### config.mk
export PLATFORM = sky130hd
export DESIGN_NAME = class_argmax
export DESIGN_NICKNAME = d
export VERILOG_FILES = /design/src/rtl/net_pkg.sv /design/src/rtl/max_compare.sv /design/src/rtl/class_argmax.sv
export SDC_FILE = /design/constraint.sdc
export NUM_CORES = 1
export LEC_CHECK = 0
export ABC_AREA = 1
export BUFFER_PORTS_ARGS = -buffer_cell sky130_fd_sc_hd__buf_2
export CORE_MARGIN = 2
export CORE_UTILIZATION = 50
export DETAILED_ROUTE_END_ITERATION = 16
export PLACE_DENSITY_LB_ADDON = 0.1
export SYNTH_ARGS = -nofsm -noshare
export SYNTH_HDL_FRONTEND = slang
export SYNTH_SLANG_ARGS = --single-unit
### constraint.sdc
create_clock -name clk_i -period 4.34 [get_ports clk_i]
set_clock_uncertainty 0.2 [all_clocks]
set_input_delay 0.434 -clock clk_i [delete_from_list [all_inputs] [get_ports clk_i]]
set_output_delay 0.434 -clock clk_i [all_outputs]
set_load 0.02 [all_outputs]
### src/rtl/net_pkg.sv
// Shared definitions for the score-stream blocks.
// Latency: n/a (types and constants only).
// Backpressure: n/a.
//
// Contents: frame collection state enum and the default score word width.
package net_pkg;

    localparam int WORD_SIZE_DEFAULT = 16;

    typedef enum logic {
        COLLECT = 1'b0,
        DONE    = 1'b1
    } state_t;

endpackage

### src/rtl/max_compare.sv
// Decides whether an incoming score replaces the running maximum.
// Latency: purely combinational.
// Backpressure: none.
//
// Ports: candidate (incoming signed score), cur_max (running signed max),
// index (position of candidate in frame), update (1 = load candidate).
module max_compare
    import net_pkg::*;
#(
    parameter int WORD_SIZE = WORD_SIZE_DEFAULT,
    parameter int CLASS_W   = 2
) (
    input  logic signed [WORD_SIZE-1:0] candidate,
    input  logic signed [WORD_SIZE-1:0] cur_max,
    input  logic        [CLASS_W-1:0]   index,
    output logic                        update
);
    // The first word of a frame always seeds the max; later words must be
    // strictly greater, so ties keep the earlier (lower) index.
    assign update = (index == '0) || (candidate > cur_max);
endmodule

### src/rtl/class_argmax.sv
// Streams NUM_CLASSES signed scores per frame and reports argmax + max value.
// Latency: result valid one cycle after the last word of a frame is consumed.
// Backpressure: result held until ready_i; no words are consumed meanwhile.
//
// Ports: clk_i, reset_i (async, active-high); valid_i/data_i/yumi_o score
// stream in; valid_o/ready_i result handshake; class_o, max_o result;
// frame_cnt_o count of result handshakes (wraps at 16 bits).
module class_argmax
    import net_pkg::*;
#(
    parameter int WORD_SIZE   = WORD_SIZE_DEFAULT,
    parameter int NUM_CLASSES = 4,
    parameter int CLASS_W     = $clog2(NUM_CLASSES)
) (
    input  logic                        clk_i,
    input  logic                        reset_i,
    input  logic                        valid_i,
    input  logic signed [WORD_SIZE-1:0] data_i,
    output logic                        yumi_o,
    output logic                        valid_o,
    input  logic                        ready_i,
    output logic        [CLASS_W-1:0]   class_o,
    output logic signed [WORD_SIZE-1:0] max_o,
    output logic        [15:0]          frame_cnt_o
);
    localparam logic [CLASS_W-1:0] LAST_IDX = CLASS_W'(NUM_CLASSES - 1);

    state_t                      state_r, state_nxt;
    logic        [CLASS_W-1:0]   idx_r,   idx_nxt;
    logic        [CLASS_W-1:0]   class_r, class_nxt;
    logic signed [WORD_SIZE-1:0] max_r,   max_nxt;
    logic        [15:0]          cnt_r,   cnt_nxt;
    logic                        update;

    // Reset is folded in so nothing is reported as consumed while the block
    // is being cleared.
    assign yumi_o      = valid_i && (state_r == COLLECT) && !reset_i;
    assign valid_o     = (state_r == DONE);
    assign class_o     = class_r;
    assign max_o       = max_r;
    assign frame_cnt_o = cnt_r;

    max_compare #(
        .WORD_SIZE (WORD_SIZE),
        .CLASS_W   (CLASS_W)
    ) u_cmp (
        .candidate (data_i),
        .cur_max   (max_r),
        .index     (idx_r),
        .update    (update)
    );

    always_comb begin
        state_nxt = state_r;
        idx_nxt   = idx_r;
        class_nxt = class_r;
        max_nxt   = max_r;
        cnt_nxt   = cnt_r;
        case (state_r)
            COLLECT: begin
                if (yumi_o) begin
                    if (update) begin
                        max_nxt   = data_i;
                        class_nxt = idx_r;
                    end
                    if (idx_r == LAST_IDX) begin
                        idx_nxt   = '0;
                        state_nxt = DONE;
                    end else begin
                        idx_nxt = idx_r + 1'b1;
                    end
                end
            end
            DONE: begin
                if (ready_i) begin
                    state_nxt = COLLECT;
                    cnt_nxt   = cnt_r + 16'd1;
                end
            end
            default: state_nxt = COLLECT;
        endcase
    end

    always_ff @(posedge clk_i or posedge reset_i) begin
        if (reset_i) begin
            state_r <= COLLECT;
            idx_r   <= '0;
            class_r <= '0;
            max_r   <= '0;
            cnt_r   <= '0;
        end else begin
            state_r <= state_nxt;
            idx_r   <= idx_nxt;
            class_r <= class_nxt;
            max_r   <= max_nxt;
            cnt_r   <= cnt_nxt;
        end
    end
endmodule

==> summary.md <==
| Metric | Value |
|---|---|
| 1st-iter DRT viols | 102 |
| CP cell instances | inv_1 -> nand3_1 -> inv_1 -> buf_2 |
| Synth unique cells | 26 |
| Non-filler cells in the finished layout | 354 |
| Mapped Cells | 244 |
| Clock power frac | 0.186 |
| Cell Int Power | 814 uW |
| Grt total ovfl | 0 |
| Antenna viol nets, final | 0 |
| Status | finished, final reports clean |
| Sequential power share | 0.377 |
| Sink Count | 37 |
| Crit-path max cell delay | 0.55 ns |
| Max Clk Rate | 425 MHz |
| Die width | 68.6 um |
| Die Y | 68.6 um |
| Post-Syn Nets | 283 |
| Post-CTS Setup Repair Bufs | 0 |
| # setup viols final | 0 |
| Drt via density | 4.76 |
| Filler instances | 375 |
| Post-layout nets | 342 |
| IO buf count | 55 |
| HPWL after DPL | 2940 um |
| Net switching fraction of the power | 0.426 |
| Pin count of the biggest net entering global routing | 38 |
| Net Sw Power | 605 uW |
| Vias in the first global route | 1412 |
| Dpl cells | 346 |
| CTS tree | built |
| Routed wire length | 3920 um |
| RSZ-0062 raised after global routing | false |
| Most numerous cell on the critical path | inv_1 |
| GR Util All Layers | 0.180 |
| Worst-margin pin slew | 0.736 ns |
| Clock slew seen by the registers of the worst setup and hold paths | 0.07 ns |
| Core ar. | 4000 um2 |
| Mapped Area | 2090 um2 |
| # diodes | 0 |
| Clock Root Buffer | clkbuf_8 |
| IO Pins | 56 |
| Hold Buf Count CTS | 0 |
| Final GP Congestion | 0.824 |
| First-pass GRT wire length | 6180 um |
| Final hold violation count | 0 |
| Primary FF master, synth | dfrtp_1 |
| Post_cts resized | 0 |
| Post-synth ARST share | 1.00 |
| Critical-path maximum fanout | 24 |
| P&R area growth vs syn | 20.1% |
| Post-Syn Area per Cell | 8.56 um2 |
| Antenna violations before repair | 0 |
| CP arrival | 1.72 ns |
| CTS Buf Count | 5 |
| Setup Crit Path Kind | reg -> out |
| Routed WL per cell | 11.1 um |
| Clk_lat worst skew | 0.29 ns |
| Worst EP required | 3.71 ns |
| Clock Path Buffers | 2 |
| Drt first pass iters | 5 |
| Row cnt | 23 |
| Final slew viol count | 0 |
| CP Capture Type | output pin |
| DRC viols | 0 |
| Synth warn | 0 |
| Critical Path Source Type | flop |
| Commonest non-fill, non-tap cell in the layout | nand2_1 |
| Tcrit/Tclk final | 0.542 |
| DR vias | 1686 |
| Die footprint | 4710 um2 |
| Slowest-stage cell, CP | inv_1 |
| Most frequent cells in the layout | nand2_1 (68), buf_2 (55), inv_1 (39) |
| Hold/Removal Path Class | in -> async |
| Post-route setup TNS | 0 ns |
| Share of layout cells above drive strength 1 | 0.253 |
| Starting density of the core | 0.522 |
| Leakage power | 1.50 nW |
| Shortest period the worst path allows | 2.35 ns |
| P per Cell Area | 566 nW/um2 |
| Worst-case vdd ir drop | 362 uV |
| Post-synth EDFFs | 0 |
| Max-Cap Viols | 0 |
| Flop and latch count out of synthesis | 37 |
| Comb pwr share | 0.437 |
| CTS H-tree lvls | 2 |
| Sequential area share after synthesis | 0.443 |
| Rel. slew slack | 0.509 |
==> critical path: cells and delay by family (launching register included) <==
family / cells / cell delay (ns)
buffers and inverters: 3 / 0.92
DFF: 1 / 0.42
and+or+nand+nor: 1 / 0.08
==> power by group through the flow <==
stage / sequential (mW) / combinational, mW / clock (mW)
floorplan: 0.647 / 0.341 / 0
global placement: 0.543 / 0.620 / 0
detailed placement: 0.542 / 0.630 / 0
CTS: 0.537 / 0.631 / 0.269
global route: 0.553 / 0.716 / 0.287
finish: 0.536 / 0.620 / 0.264
==> through the flow <==
step	power, mW	hold WS (ns)	util	instance area, um2	setup slack (ns)
global route	1.56	0.172	0.627	2510	1.84
global placement	1.16	0.256	0.602	2410	2.01
CTS	1.44	0.151	0.627	2510	1.98
floorplan	0.988	0.302	-	2090	1.67
finish	1.42	0.145	0.627	2510	1.99
detailed placement	1.17	0.258	0.602	2410	1.97
==> metal layers <==
metal | GRT usage | wire, um | vias to the layer above
met2 | 0.264 | 1680 | 45
li1 | - | - | 880
met4 | 0.0600 | 55 | 0
met3 | 0.0601 | 233 | 7
met1 | 0.248 | 1960 | 754
met5 | 0 | 0 | -
==> final cells by class <==
cell class,count,area [um2],share of cell area
clock buffers,7,96.3,0.0384
multi-input cells,163,987,0.393
flip-flops and latches,37,926,0.369
well taps,50,62.6,0.0249
clock inverters,1,5.00,0.00199
repair buffers,56,283,0.113
inverters,40,150,0.0598
==> flip-flops by register name, indices dropped and copies added, names as in the netlist <==
name,cells
class_o,2
frame_cnt_o,16
idx_r,2
max_o,16
valid_o,1
==> worst paths after layout <==
path / startpoint / to / slack (ns) / cells after the start
min in group clk_i: ready_i / valid_o / 0.18 / 2
max in group asynchronous: reset_i / max_o[1] / 3.47 / 3
max reg2reg: max_o[11] / max_o[9] / 2.12 / 13
min: reset_i / frame_cnt_o[8] / 0.15 / 3
max: valid_o / yumi_o / 1.99 / 4
min reg2reg: frame_cnt_o[15] / frame_cnt_o[15] / 0.27 / 1
==> cell usage after synthesis, types with 2 or more instances <==
cell	n	area (um2)
nand2_4	3	33.8
nand4_1	2	12.5
nand3_1	24	120
xnor2_1	6	52.6
o21ai_0	3	15.0
clkbuf_1	2	7.51
xor2_1	6	52.6
a21oi_1	6	30.0
dfrtp_1	37	926
inv_1	39	146
nor2_2	2	12.5
ha_1	19	238
nand2_1	68	255
nor2_1	12	45.0
nand3_2	2	20.0
a21o_1	2	15.0
nor2_4	2	22.5
==> logic make-up (layout without fill, tap and decap cells) <==
kind of cell,count (synthesis),count (layout),synth area share
AO/OA/AOI/OAI,13,13,0.0347
XOR/XNOR,12,12,0.0503
adder cells (fa/ha/maj),19,19,0.114
buffers and inverters,44,104,0.0844
flip-flops,37,37,0.443
AND/OR/NAND/NOR,119,119,0.274
(Power assumes the default switching activity.)
